### config.mk
export PLATFORM = sky130hd
export DESIGN_NAME = taxi_pcie_vpd_apb_arb
export DESIGN_NICKNAME = d
export VERILOG_FILES = /design/src/rtl/taxi_pcie_vpd_apb_arb.sv
export SDC_FILE = /design/constraint.sdc
export NUM_CORES = 1
export LEC_CHECK = 0
export BUFFER_PORTS_ARGS = -buffer_cell sky130_fd_sc_hd__clkbuf_2
export CORE_MARGIN = 1.5
export CORE_UTILIZATION = 40
export CTS_BUF_LIST = sky130_fd_sc_hd__clkbuf_16
export CTS_CLUSTER_DIAMETER = 30
export DETAILED_ROUTE_END_ITERATION = 10
export GPL_ROUTABILITY_DRIVEN = 0
export GPL_TIMING_DRIVEN = 0
export MAX_ROUTING_LAYER = met4
export PLACE_DENSITY = 0.76
export SETUP_SLACK_MARGIN = 0.5
export SYNTH_ARGS = -nofsm -noshare
export SYNTH_HDL_FRONTEND = slang
export SYNTH_SLANG_ARGS = --single-unit
### constraint.sdc
create_clock -name clk -period 1.52 [get_ports clk]
set_input_delay 0.304 -clock clk [delete_from_list [all_inputs] [get_ports clk]]
set_output_delay 0.304 -clock clk [all_outputs]
set_load 0.02 [all_outputs]
### src/rtl/taxi_pcie_vpd_apb_arb.sv
// Purpose: shares one VPD store APB port between the VPD capability (port 0) and a management master (port 1).
// Latency: 4 cycles per zero-wait transfer (IDLE, SETUP, ACCESS, DONE), plus 1 cycle per store wait state.
// Backpressure: the losing requester holds psel until granted; a hung store is aborted after TIMEOUT ACCESS cycles.
module taxi_pcie_vpd_apb_arb #(
  parameter int ROUND_ROBIN = 1,
  parameter int TIMEOUT     = 1024,
  parameter int DATA_W      = 32,
  parameter int ADDR_W      = 16,
  parameter int STRB_W      = DATA_W / 8,
  parameter int AUSER_W     = 1,
  parameter int WUSER_W     = 1
) (
  input  logic               clk,
  input  logic               rst,
  // port 0 (VPD capability)
  input  logic [ADDR_W-1:0]  s0_apb_paddr,
  input  logic [2:0]         s0_apb_pprot,
  input  logic               s0_apb_psel,
  input  logic               s0_apb_penable,
  input  logic               s0_apb_pwrite,
  input  logic [DATA_W-1:0]  s0_apb_pwdata,
  input  logic [STRB_W-1:0]  s0_apb_pstrb,
  input  logic [AUSER_W-1:0] s0_apb_pauser,
  input  logic [WUSER_W-1:0] s0_apb_pwuser,
  output logic               s0_apb_pready,
  output logic [DATA_W-1:0]  s0_apb_prdata,
  output logic               s0_apb_pslverr,
  // port 1 (management)
  input  logic [ADDR_W-1:0]  s1_apb_paddr,
  input  logic [2:0]         s1_apb_pprot,
  input  logic               s1_apb_psel,
  input  logic               s1_apb_penable,
  input  logic               s1_apb_pwrite,
  input  logic [DATA_W-1:0]  s1_apb_pwdata,
  input  logic [STRB_W-1:0]  s1_apb_pstrb,
  input  logic [AUSER_W-1:0] s1_apb_pauser,
  input  logic [WUSER_W-1:0] s1_apb_pwuser,
  output logic               s1_apb_pready,
  output logic [DATA_W-1:0]  s1_apb_prdata,
  output logic               s1_apb_pslverr,
  // downstream VPD store
  output logic [ADDR_W-1:0]  m_apb_paddr,
  output logic [2:0]         m_apb_pprot,
  output logic               m_apb_psel,
  output logic               m_apb_penable,
  output logic               m_apb_pwrite,
  output logic [DATA_W-1:0]  m_apb_pwdata,
  output logic [STRB_W-1:0]  m_apb_pstrb,
  output logic [AUSER_W-1:0] m_apb_pauser,
  output logic [WUSER_W-1:0] m_apb_pwuser,
  input  logic               m_apb_pready,
  input  logic [DATA_W-1:0]  m_apb_prdata,
  input  logic               m_apb_pslverr,
  output logic               stat_timeout
);

  // Strobe lanes must cover the data bus exactly.
  if (STRB_W * 8 != DATA_W) begin : g_bad_strb
    $fatal(1, "taxi_pcie_vpd_apb_arb: STRB_W must equal DATA_W/8");
  end

  localparam int CNT_W = (TIMEOUT > 0) ? $clog2(TIMEOUT + 1) : 1;

  typedef enum logic [1:0] {ST_IDLE, ST_SETUP, ST_ACCESS, ST_DONE} state_t;

  state_t              state_q, state_d;
  logic                gnt_q, gnt_d;
  logic                last_q, last_d;
  logic [CNT_W-1:0]    cnt_q, cnt_d;
  logic [ADDR_W-1:0]   m_paddr_q, m_paddr_d;
  logic [2:0]          m_pprot_q, m_pprot_d;
  logic                m_psel_q, m_psel_d;
  logic                m_penable_q, m_penable_d;
  logic                m_pwrite_q, m_pwrite_d;
  logic [DATA_W-1:0]   m_pwdata_q, m_pwdata_d;
  logic [STRB_W-1:0]   m_pstrb_q, m_pstrb_d;
  logic [AUSER_W-1:0]  m_pauser_q, m_pauser_d;
  logic [WUSER_W-1:0]  m_pwuser_q, m_pwuser_d;
  logic                s0_pready_q, s0_pready_d, s1_pready_q, s1_pready_d;
  logic [DATA_W-1:0]   s0_prdata_q, s0_prdata_d, s1_prdata_q, s1_prdata_d;
  logic                s0_pslverr_q, s0_pslverr_d, s1_pslverr_q, s1_pslverr_d;
  logic                stat_timeout_q, stat_timeout_d;
  logic                pick;
  logic                rsp_vld;
  logic [DATA_W-1:0]   rsp_rdata;
  logic                rsp_err;

  // Requesters assert psel in either phase, so penable carries no arbitration information.
  logic unused_penable;
  assign unused_penable = s0_apb_penable ^ s1_apb_penable;

  // Arbitration, transfer sequencing, timeout and response steering.
  always_comb begin
    state_d        = state_q;
    gnt_d          = gnt_q;
    last_d         = last_q;
    cnt_d          = cnt_q;
    m_paddr_d      = m_paddr_q;
    m_pprot_d      = m_pprot_q;
    m_psel_d       = m_psel_q;
    m_penable_d    = m_penable_q;
    m_pwrite_d     = m_pwrite_q;
    m_pwdata_d     = m_pwdata_q;
    m_pstrb_d      = m_pstrb_q;
    m_pauser_d     = m_pauser_q;
    m_pwuser_d     = m_pwuser_q;
    s0_pready_d    = 1'b0;
    s0_prdata_d    = '0;
    s0_pslverr_d   = 1'b0;
    s1_pready_d    = 1'b0;
    s1_prdata_d    = '0;
    s1_pslverr_d   = 1'b0;
    stat_timeout_d = 1'b0;
    pick           = 1'b0;
    rsp_vld        = 1'b0;
    rsp_rdata      = '0;
    rsp_err        = 1'b0;

    unique case (state_q)
      ST_IDLE: begin
        if (s0_apb_psel || s1_apb_psel) begin
          // On a tie, round-robin favours the port that was not served last.
          if (s0_apb_psel && s1_apb_psel) begin
            pick = (ROUND_ROBIN != 0) ? ~last_q : 1'b0;
          end else begin
            pick = s1_apb_psel;
          end
          gnt_d      = pick;
          last_d     = pick;
          cnt_d      = '0;
          m_paddr_d  = pick ? s1_apb_paddr  : s0_apb_paddr;
          m_pprot_d  = pick ? s1_apb_pprot  : s0_apb_pprot;
          m_pwrite_d = pick ? s1_apb_pwrite : s0_apb_pwrite;
          m_pwdata_d = pick ? s1_apb_pwdata : s0_apb_pwdata;
          m_pstrb_d  = pick ? s1_apb_pstrb  : s0_apb_pstrb;
          m_pauser_d = pick ? s1_apb_pauser : s0_apb_pauser;
          m_pwuser_d = pick ? s1_apb_pwuser : s0_apb_pwuser;
          m_psel_d   = 1'b1;
          state_d    = ST_SETUP;
        end
      end
      ST_SETUP: begin
        m_penable_d = 1'b1;
        state_d     = ST_ACCESS;
      end
      ST_ACCESS: begin
        if (m_apb_pready) begin
          rsp_vld   = 1'b1;
          rsp_rdata = m_apb_prdata;
          rsp_err   = m_apb_pslverr;
        end else if (TIMEOUT != 0 && cnt_q == CNT_W'(TIMEOUT - 1)) begin
          // Abort: report a slave error with zero data; any later store pready is ignored.
          rsp_vld        = 1'b1;
          rsp_err        = 1'b1;
          stat_timeout_d = 1'b1;
        end else if (cnt_q != {CNT_W{1'b1}}) begin
          cnt_d = cnt_q + 1'b1;
        end
      end
      ST_DONE: begin
        cnt_d   = '0;
        state_d = ST_IDLE;
      end
      default: state_d = ST_IDLE;
    endcase

    // Close the downstream transfer and hand the response to the granted port only.
    if (rsp_vld) begin
      m_psel_d    = 1'b0;
      m_penable_d = 1'b0;
      state_d     = ST_DONE;
      if (gnt_q) begin
        s1_pready_d  = 1'b1;
        s1_prdata_d  = rsp_rdata;
        s1_pslverr_d = rsp_err;
      end else begin
        s0_pready_d  = 1'b1;
        s0_prdata_d  = rsp_rdata;
        s0_pslverr_d = rsp_err;
      end
    end
  end

  // State and output registers; the pointer resets to 1 so port 0 wins the first tie.
  always_ff @(posedge clk) begin
    if (rst) begin
      state_q        <= ST_IDLE;
      gnt_q          <= 1'b0;
      last_q         <= 1'b1;
      cnt_q          <= '0;
      m_paddr_q      <= '0;
      m_pprot_q      <= '0;
      m_psel_q       <= 1'b0;
      m_penable_q    <= 1'b0;
      m_pwrite_q     <= 1'b0;
      m_pwdata_q     <= '0;
      m_pstrb_q      <= '0;
      m_pauser_q     <= '0;
      m_pwuser_q     <= '0;
      s0_pready_q    <= 1'b0;
      s0_prdata_q    <= '0;
      s0_pslverr_q   <= 1'b0;
      s1_pready_q    <= 1'b0;
      s1_prdata_q    <= '0;
      s1_pslverr_q   <= 1'b0;
      stat_timeout_q <= 1'b0;
    end else begin
      state_q        <= state_d;
      gnt_q          <= gnt_d;
      last_q         <= last_d;
      cnt_q          <= cnt_d;
      m_paddr_q      <= m_paddr_d;
      m_pprot_q      <= m_pprot_d;
      m_psel_q       <= m_psel_d;
      m_penable_q    <= m_penable_d;
      m_pwrite_q     <= m_pwrite_d;
      m_pwdata_q     <= m_pwdata_d;
      m_pstrb_q      <= m_pstrb_d;
      m_pauser_q     <= m_pauser_d;
      m_pwuser_q     <= m_pwuser_d;
      s0_pready_q    <= s0_pready_d;
      s0_prdata_q    <= s0_prdata_d;
      s0_pslverr_q   <= s0_pslverr_d;
      s1_pready_q    <= s1_pready_d;
      s1_prdata_q    <= s1_prdata_d;
      s1_pslverr_q   <= s1_pslverr_d;
      stat_timeout_q <= stat_timeout_d;
    end
  end

  assign m_apb_paddr    = m_paddr_q;
  assign m_apb_pprot    = m_pprot_q;
  assign m_apb_psel     = m_psel_q;
  assign m_apb_penable  = m_penable_q;
  assign m_apb_pwrite   = m_pwrite_q;
  assign m_apb_pwdata   = m_pwdata_q;
  assign m_apb_pstrb    = m_pstrb_q;
  assign m_apb_pauser   = m_pauser_q;
  assign m_apb_pwuser   = m_pwuser_q;
  assign s0_apb_pready  = s0_pready_q;
  assign s0_apb_prdata  = s0_prdata_q;
  assign s0_apb_pslverr = s0_pslverr_q;
  assign s1_apb_pready  = s1_pready_q;
  assign s1_apb_prdata  = s1_prdata_q;
  assign s1_apb_pslverr = s1_pslverr_q;
  assign stat_timeout   = stat_timeout_q;

endmodule

After elaboration in Yosys (flattened, before gate mapping)

Cells that the tools add are included.

Add/subtract/negate cells: 1
$mul: 0
Divide/modulo/power cells: 0
$lt $le $gt $ge: 0
Equal/unequal tests: 10
Shift operators: 0
Mux-type cells: 27
Bitwise logic cells: 4
Reductions and logical operators: 13

Operators with widths:

| cell                                            | count |
|---|---|
| two-way mux 32 bit                              | 3 |
| two-way mux 11 bit                              | 4 |
| case mux 11 bit (3 select lines)                | 1 |
| two-way mux 16 bit                              | 1 |
| two-way mux 1 bit                               | 13 |
| adder 11 x 1 -> 11 bit, second input constant   | 1 |
| == test 11 x 10 -> 1 bit, second input constant | 1 |
| != test 11 bit, second input constant           | 1 |
| OR reduction 3 bit                              | 3 |
| != test 2 bit, second input constant            | 4 |
| case mux 2 bit (3 select lines)                 | 1 |
| AND reduction 5 bit                             | 1 |
| == test 2 bit, second input constant            | 2 |
| two-way mux 2 bit                               | 2 |
| two-way mux 4 bit                               | 1 |
| inverter 1 bit                                  | 4 |
| AND reduction 2 bit                             | 2 |
| nonzero test 4 bit                              | 1 |
| OR reduction 2 bit                              | 2 |
| two-way mux 3 bit                               | 1 |
| != test 3 bit, second input constant            | 1 |
| nonzero test 3 bit                              | 1 |
| == test 2 x 1 -> 1 bit, second input constant   | 1 |
| logical NOT 2 bit                               | 1 |
| other kinds (2)                                 | 2 |

Bits in registers: 144
Bits in latches: 0
RAM bits: 0
ROM bits: 0
Input port bits: 156
Word-level logic and storage cells: 75
Memories: 0

Logic depth before layout (Yosys ltp)

Gate-level depths: netlist of run 1.

Depth in word-level cells: 6
Mapped depth: 6
Mapped depth without buffers: 5

Worst setup path after synthesis of run 1

Ideal clock, no wire load.

Kind: register to register
From: register cnt_q[0]
To: register cnt_q[8]
Library setup time: 123 ps
Arrival: 1436 ps
Path slack: -39 ps
Stages on the path, launching flop included: 6
Buffers on the path: 0
Period minus slack after synthesis: 1559 ps
Path through: dfxtp_1 -> ha_1 -> nand2_1 -> a211o_1 -> nor4_1 -> mux2_1

Cells in the longest elaborated chain, start to end: 5
Elaborated cells on any way between the ends: 10
Those cells by class: add/sub: 1; eq/ne: 4; mux: 4; reduce/logical: 1

RTL lines:

| element                          | RTL line | text |
|---|---|---|
| start, declared                  | 69       | `logic [CNT_W-1:0] cnt_q, cnt_d;` |
| start signal, assigned           | 211      | `cnt_q <= cnt_d;` |
| adder 11 x 1 -> 11 bit           | 157      | `cnt_d = cnt_q + 1'b1;` |
| two-way mux 11 bit               | 156      | `end else if (cnt_q != {CNT_W{1'b1}}) begin` |
| two-way mux 11 bit               | 151      | `end else if (TIMEOUT != 0 && cnt_q == CNT_W'(TIMEOUT - 1)) begin` |
| two-way mux 11 bit               | 147      | `if (m_apb_pready) begin` |
| case mux 11 bit (3 select lines) | 119      | `unique case (state_q)` |

Several ways; a longest one is shown, not always the timed one. The select of a mux whose other input is x is not followed.
A chain may end at the register's enable or synchronous reset.

Final worst setup path of run 1

From: register state_q[0]
To: register m_paddr_q[11] (netlist: m_apb_paddr[11])

Cells in the longest elaborated chain, start to end: 2

RTL lines:

| element                              | RTL line | text |
|---|---|---|
| start, declared                      | 66       | `state_t state_q, state_d;` |
| start signal, assigned               | 208      | `state_q <= state_d;` |
| logical NOT 2 bit                    | 119      |  |
| AND reduction 2 bit (no source line) | -        |  |
| end signal, assigned                 | 212      | `m_paddr_q <= m_paddr_d;` |
| end, declared                        | 70       | `logic [ADDR_W-1:0] m_paddr_q, m_paddr_d;` |

No other way between the ends.

==> out/metrics.cfg, run 1 <==
[grt]
grt_pass1_vias=4893
grt_max_degree=17
antenna_found_initial=1
grt_pass1_wl_mm=24.23
overflow=0
grt.total_usage=0.2265

[place]
io_buffer_count=282
dp_hpwl_mm=11.22
place_ws_ps=-159.0

[sta]
worst_pin_slew_ps=542.1
slew_viol_final=0
finClkSkew_ps=4.373
fmax_ghz=0.6491
relSlewSlack=0.6386
grt_setup_unrepaired=yes
setup_viol=6
post-route-period-util=1.013
final_hold_viol_count=0
finalWorstSetupSlack_ps=-20.51
min_period_ps=1541

[clock_tree]
clock_latency_ps=420
cts_hold_buffers=0
cts_tree=done
cts.sink_count=144
cts_root_buf=clkbuf_16
cts_made_buffers=17
path_clk_slew_ps=60
htreeDepth=4
clockBufferDepth=2

[floorplan]
die_y_um=117.9
die-area_um2=13890
core-area_um2=12720
rows=41
fp.dieW_um=117.9
io_pins=285
start_util=0.4147

[critical_path]
cp_data_required_time_ps=1840
cp-end-kind=flop
criticalPathCategory=reg -> reg
startpoint_type=flop
cp_max_fo=8
cp.arrival_ps=1860

[route]
ant_nets=0
drt_wl_total_mm=16.93
drc=0
dr.pass1.iters=4
viasPerCell=4.936
vias=5217
routedWlPerCell_um=16.01
drt-initial-drc-count=163

[final_layout]
drive_gt1_frac=0.5622
final_cell_mix=236 x clkbuf_2, 98 x dfxtp_1, 68 x nor2_1
final_common_cell=clkbuf_2
finalNetCount=1028
utilization=0.7161
area_growth_pct=72.66

[power]
power_leakage_nw=4.195
ir_drop_mv=0.6972
power_density_nw_per_um2=1250
power_w=0.01139

[synth]
synth_cell_types=44
yosysWarningCount=0
synthArstFlopShare=0
postSynthAreaPerCell_um2=10.19
synth_edf_count=0
synth_nets=675
synth.cell_area_um2=5276
syn_inst=518
synth_ff_type=dfxtp_1
ys_seq_area_frac=0.5464
ys_ff_latch=144

[run_status]
status=finished with violations
violations=negative setup slack

[job]
drv_cap=0

[worst_hold_path]
hp-class=in -> reg

## synth_stat cells, types with 2 or more instances
master,count,area share
and2_1,65,0.077
nor2_1,75,0.053
o21ai_1,2,0.0019
nor4_1,2,0.0024
nand2b_1,2,0.0024
a31oi_1,3,0.0036
mux2i_1,59,0.11
nand2_1,9,0.0064
o21bai_1,2,0.0028
or2_1,2,0.0024
nand3_1,2,0.0019
and3_1,2,0.0024
nor2_2,2,0.0024
o31ai_1,2,0.0028
a211oi_1,61,0.087
dfxtp_1,144,0.55
or4_1,3,0.0043
inv_1,6,0.0043
buf_2,16,0.015
clkbuf_1,15,0.011
o21ai_0,3,0.0028
buf_4,3,0.0043
nor3_1,5,0.0047
a21oi_1,13,0.012
## registers in the layout (all words and copies together), names as in the netlist, 2 cells and up
name	count
m_apb_pstrb	4
s0_apb_prdata	32
m_apb_pwdata	32
m_apb_pprot	3
m_apb_paddr	16
state_q	2
cnt_q	11
s1_apb_prdata	32
## area by class of cell
| type | instances | area [µm²] |
|---|---|---|
| fill | 873 | 3612 |
| sequential | 144 | 2943 |
| multi-input combinational | 334 | 2507 |
| timing repair buffer | 333 | 2333 |
| clock buffer | 17 | 425.4 |
| buffer | 35 | 404.1 |
| clock inverter | 15 | 256.5 |
| tap | 172 | 215.2 |
| inverter | 6 | 22.52 |
| antenna | 1 | 2.502 |
## final timing paths
path	to	depth (start not counted)	slack, ps	from
max	m_apb_paddr[11]$_SDFFE_PP0P_	7	-20	state_q[0]$_SDFFE_PP0P_
max reg2reg	m_apb_paddr[11]$_SDFFE_PP0P_	7	-20	state_q[0]$_SDFFE_PP0P_
min	s1_apb_prdata[19]$_SDFF_PP0_	2	100	m_apb_prdata[19]
min reg2reg	cnt_q[9]$_SDFFE_PP0P_	1	470	cnt_q[9]$_SDFFE_PP0P_
## routing by layer
layer / routed length [µm] / track usage
met1: 6489 / 0.2451
met2: 9038 / 0.3973
met3: 1145 / 0.06202
met4: 251 / 0.08232
met5: 0 / -
## logic make-up after synthesis
logic type,count (synthesis),share of synthesized area
buf+inv,41,0.03652
flops,144,0.5464
fa+ha+maj,1,0.002371
simple gates,177,0.1722
compound gates,95,0.1285
mux,60,0.1141
## power by group
part           internal, W  switching (W)  total, W
registers          0.00405       0.000160   0.00421
logic              0.00123        0.00117   0.00241
clock network      0.00310        0.00167   0.00477
## critical path: stages (launching register included)
cell and delay, ps:
dfxtp_1 300, buf_6 130, or2_4 270, nor2_4 150
buf_8 160, clkbuf_16 140, nor2_1 40, a211oi_1 240
## stage by stage
stage,cell area (µm²),hold slack (ps),std cells,setup TNS (ps)
after floorplan,5433,375.4,518,0
after global placement,7059,461.3,972,-5749
after detailed placement,7059,465.8,972,-5668
after CTS,8212,79.18,1026,-20.87
after global routing,9110,88.67,1057,-3258
final,9110,96.38,1057,-64.16
## timing repair
item,in CTS,in global routing
endpoints found under the hold margin,0,0
resized for setup,81,198
pin swaps,12,43
buffers inserted,19,21
cloned,3,9
setup endpoints to repair,272,273
No activity file was read; power rests on OpenSTA's default activity.
==> run 2, diff against run 1 <==
--- a/config.mk
+++ b/config.mk
@@ -6,7 +6,7 @@
 export NUM_CORES = 1
 export LEC_CHECK = 0
 export BUFFER_PORTS_ARGS = -buffer_cell sky130_fd_sc_hd__clkbuf_2
-export CORE_MARGIN = 1.5
+export CORE_MARGIN = 2
 export CORE_UTILIZATION = 40
 export CTS_BUF_LIST = sky130_fd_sc_hd__clkbuf_16
 export CTS_CLUSTER_DIAMETER = 30
==> constraint.sdc (replaced) <==
create_clock -name clk -period 1.52 [get_ports clk]
set_input_delay 0.152 -clock clk [delete_from_list [all_inputs] [get_ports clk]]
set_output_delay 0.152 -clock clk [all_outputs]
set_load 0.02 [all_outputs]
==> out/metrics.cfg, run 2 (same netlist as run 1, synthesis figures left out) <==
[floorplan]
die_y_um=118.9
start_util=0.4131
core-area_um2=12770
die-area_um2=14130
io_pins=285
fp.dieW_um=118.9
rows=41

[critical_path]
cp.arrival_ps=1920
cp-startpoint=state_q[0]$_SDFFE_PP0P_
cp-end-kind=flop
cpLargestDelayFamily=buffers and inverters
cp_data_required_time_ps=1830
cp.buffers_inverters=3
r2r-start=state_q[0]$_SDFFE_PP0P_
critPathMaxStageDelay_ps=310
reg2reg_slack_ps=-90
criticalPathCategory=reg -> reg
startpoint_type=flop
crit_chain=buf_6 -> or2_4 -> nor2_4 -> buf_12 -> bufbuf_16 -> nor2_1 -> a211oi_1
cp_max_fo=9
worst_path_max_delay_cell=dfxtp_2

[final_layout]
final_cell_mix=203 x clkbuf_2, 85 x dfxtp_2, 62 x nor2_1
multiInputGateArea_um2=2661
area_growth_pct=91.75
regArea_um2=3008
finalNetCount=1073
stdcell_area_um2=10120
final_common_cell=clkbuf_2
nFillCells=696
drive_gt1_frac=0.6351
utilization=0.7920

[sta]
finalWorstSetupSlack_ps=-88.63
relSlewSlack=0.6003
setup_viol=26
fmax_ghz=0.6216
final_hold_viol_count=0
grt_setup_unrepaired=yes
slew_viol_final=0
post-route-period-util=1.058
min_period_ps=1609
finClkSkew_ps=9.496
worst_pin_slew_ps=599.6

[power]
power_leakage_nw=4.574
power_density_nw_per_um2=1117
switching_share=0.2738
pwr-share-clk=0.371
p_int_w=0.008209
power_frac_seq=0.376
p_comb_frac=0.252
ir_drop_mv=0.7703
switchingPower_w=0.003095

[route]
routedWlPerCell_um=18.44
ant_nets=0
drc=0
vias=5574
dr.pass1.iters=4
drt-initial-drc-count=234
drt_wl_total_mm=20.32
viasPerCell=5.058

[clock_tree]
htreeDepth=4
cts_tree=done
clockBufferDepth=2
cts.sink_count=144
cts_made_buffers=17
cts_root_buf=clkbuf_16
clock_latency_ps=420
path_clk_slew_ps=60

[place]
io_buffer_count=282
place_area_um2=7056
dp_hpwl_mm=11.48

[grt]
grt_pass1_vias=5292
antenna_found_initial=1
overflow=0
grt.total_usage=0.2485
grt_pass1_wl_mm=26.79
grt_max_degree=17

[job]
drv_cap=0

[worst_hold_path]
hp-class=in -> reg
hp-start=m_apb_pslverr

[run_status]
violations=negative setup slack
status=finished with violations

[run 2: changes by cell type in the layout (fill, tap and decap cells not counted), moves of 24 or more]
cell and delta:
dlygate4sd3_1 +32, dfxtp_2 +40, dfxtp_1 -44, and2_4 +24, clkbuf_8 +26, and2_1 -24
clkbuf_2 -33
[run 2: worst paths after layout]
check | to | cells past startpoint
max | m_apb_pwdata[3]$_SDFFE_PP0P_ | 7
min | s0_apb_pslverr$_SDFF_PP0_ | 3
max reg2reg | m_apb_pwdata[3]$_SDFFE_PP0P_ | 7
min reg2reg | cnt_q[9]$_SDFFE_PP0P_ | 1
[run 2: layout make-up]
| type | count | share of cell area |
|---|---|---|
| well taps | 172 | 0.02127 |
| repair buffers | 378 | 0.3173 |
| plain buffers | 35 | 0.03982 |
| clock buffers | 17 | 0.04205 |
| diodes | 1 | 0.0002473 |
| multi-input cells | 334 | 0.2630 |
| flip-flops and latches | 144 | 0.2973 |
| clock inverters | 15 | 0.01670 |
| inverters | 6 | 0.002226 |
[run 2: power by group through the flow]
stage                     registers [W]  logic [W]  clock network, W
after floorplan                 0.00450   0.000757                 0
after global placement          0.00422    0.00165                 0
after detailed placement        0.00423    0.00167                 0
after CTS                       0.00421    0.00243           0.00423
after global routing            0.00427    0.00300           0.00444
final                           0.00425    0.00285           0.00420
[run 2: worst reg2reg max path, delay by kind of cell, from the launching register on]
kind            cells  cell delay (ps)
buf+inv             3              540
simple gates        3              430
flops               1              310
compound gates      1              210
[run 2: stage by stage]
stage	instances	hold WS (ps)	worst slack (ps)	power (W)	TNS, ps
global placement	972	364.6	-75.18	0.005876	-2255
detailed placement	972	365.4	-89.36	0.005896	-2766
finish	1102	47.17	-88.63	0.01130	-797.1
floorplan	518	223.4	96.26	0.005259	0
CTS	1063	22.62	-36.96	0.01087	-337.4
global route	1102	39.13	-136.9	0.01171	-3481
[run 2: timing repair]
action	CTS	global route
hold endpoints to repair	64	0
gates resized for setup	221	238
setup buffers	20	30
endpoints found under the setup margin	272	272
hold buffers	32	0
gates cloned	7	8
pin swaps	15	28
[run 2: metal layers]
metal	up-vias	GRT usage	wire length (µm)
li1	2614	-	-
met1	2686	0.2518	7366
met2	240	0.4472	11050
met3	34	0.08285	1470
met4	0	0.08631	440
met5	-	-	0
==> run 3, diff against run 2 <==
--- a/config.mk
+++ b/config.mk
@@ -9,10 +9,11 @@
 export CORE_MARGIN = 2
 export CORE_UTILIZATION = 40
 export CTS_BUF_LIST = sky130_fd_sc_hd__clkbuf_16
-export CTS_CLUSTER_DIAMETER = 30
+export CTS_CLUSTER_DIAMETER = 120
 export DETAILED_ROUTE_END_ITERATION = 10
 export GPL_ROUTABILITY_DRIVEN = 0
 export GPL_TIMING_DRIVEN = 0
+export HOLD_SLACK_MARGIN = 0.08
 export MAX_ROUTING_LAYER = met4
 export PLACE_DENSITY = 0.76
 export SETUP_SLACK_MARGIN = 0.5
==> out/metrics.cfg, run 3 (same netlist as run 1, synthesis figures left out) <==
[run_status]
status=finished with violations
violations=negative setup slack

[floorplan]
start_util=0.4131
die-area_um2=14130
io_pins=285
rows=41
fp.dieW_um=118.9
core-area_um2=12770
die_y_um=118.9

[place]
dp_hpwl_mm=11.48
place_area_um2=7056
io_buffer_count=282

[sta]
finalWorstSetupSlack_ps=-214.1
hold_slack_ps=87.14
relSlewSlack=0.3927
slew_viol_final=0
worst_pin_slew_ps=911.0
tns_ps=-4609
min_period_ps=1734
finClkSkew_ps=9.687
fmax_ghz=0.5767
setup_viol=82
final_hold_viol_count=0
grt_setup_unrepaired=yes
post-route-period-util=1.141

[route]
drc=0
dr.pass1.iters=5
drt_wl_total_mm=27.48
ant_nets=0
viasPerCell=5.464
drt-initial-drc-count=474
routedWlPerCell_um=23.05
vias=6513

[critical_path]
startpoint_type=flop
cp.arrival_ps=2030
reg2reg_slack_ps=-210
cp_max_fo=8
criticalPathCategory=reg -> reg
cp_data_required_time_ps=1820
cp-end-kind=flop

[job]
drv_cap=0

[grt]
grt.total_usage=0.3059
overflow=0
grt_pass1_vias=6255
grt_max_degree=17
antenna_found_initial=2
grt_pass1_wl_mm=32.80

[clock_tree]
clock_latency_ps=430
cts_made_buffers=17
path_clk_slew_ps=60
htreeDepth=4
clockBufferDepth=2
cts_root_buf=clkbuf_16
cts.sink_count=144
cts_tree=done

[final_layout]
drive_gt1_frac=0.6277
stdcell_area_um2=11160
finalNetCount=1162
utilization=0.8737
final_cell_mix=199 x clkbuf_2, 108 x dlygate4sd3_1, 86 x dfxtp_2
final_common_cell=clkbuf_2
area_growth_pct=111.5

[power]
power_leakage_nw=4.992
power_density_nw_per_um2=1077
power_w=0.01202
ir_drop_mv=0.9010

[worst_hold_path]
hp-class=in -> reg

run 3: final cells by class:
type                    instances  area, µm²
repair buffers                467       4110
flip-flops and latches        144       3020
multi-input cells             334       2803
fillers                       489       1613
clock buffers                  17      425.4
plain buffers                  35      390.4
well taps                     172      215.2
clock inverters                15      168.9
inverters                       6      22.52
diodes                          2      5.005
run 3: what timing repair did:
action | in CTS | in global routing
endpoints found under the hold margin | 107 | 0
hold buffers | 108 | 0
gates cloned | 7 | 8
endpoints found under the setup margin | 272 | 272
resized for setup | 221 | 302
pin swaps | 15 | 28
setup buffers | 20 | 43
run 3: worst paths after layout:
path,from,to,cells past startpoint
max,state_q[0]$_SDFFE_PP0P_,m_apb_paddr[5]$_SDFFE_PP0P_,8
min,s0_apb_pwdata[15],m_apb_pwdata[15]$_SDFFE_PP0P_,3
min reg2reg,cnt_q[9]$_SDFFE_PP0P_,cnt_q[9]$_SDFFE_PP0P_,1
max reg2reg,state_q[0]$_SDFFE_PP0P_,m_apb_paddr[5]$_SDFFE_PP0P_,8
run 3: worst max-delay path: stages, from the launching register on:
cell      delay, ps
dfxtp_2         310
buf_6           130
or2_4           250
nor2_4          160
buf_12          160
buf_4           120
buf_8           120
nor2_2           50
a211oi_2        300
run 3: layer usage:
| layer | track usage | routed length [µm] | up-vias |
|---|---|---|---|
| li1 | - | - | 2795 |
| met1 | 0.3214 | 9621 | 3101 |
| met2 | 0.5413 | 13810 | 476 |
| met3 | 0.08573 | 2370 | 141 |
| met4 | 0.1220 | 1674 | 0 |
| met5 | - | 0 | - |
run 3: through the flow:
step | instances | worst slack [ps]
after floorplan | 518 | 96.26
after global placement | 972 | -75.18
after detailed placement | 972 | -89.36
after CTS | 1139 | -36.96
after global routing | 1192 | -243.2
final | 1192 | -214.1
run 3: report_power, final:
| part | internal [W] | switching, W |
|---|---|---|
| Combinational | 0.00181 | 0.00160 |
| Sequential | 0.00407 | 0.000246 |
| Clock | 0.00257 | 0.00172 |
| Total | 0.00845 | 0.00357 |
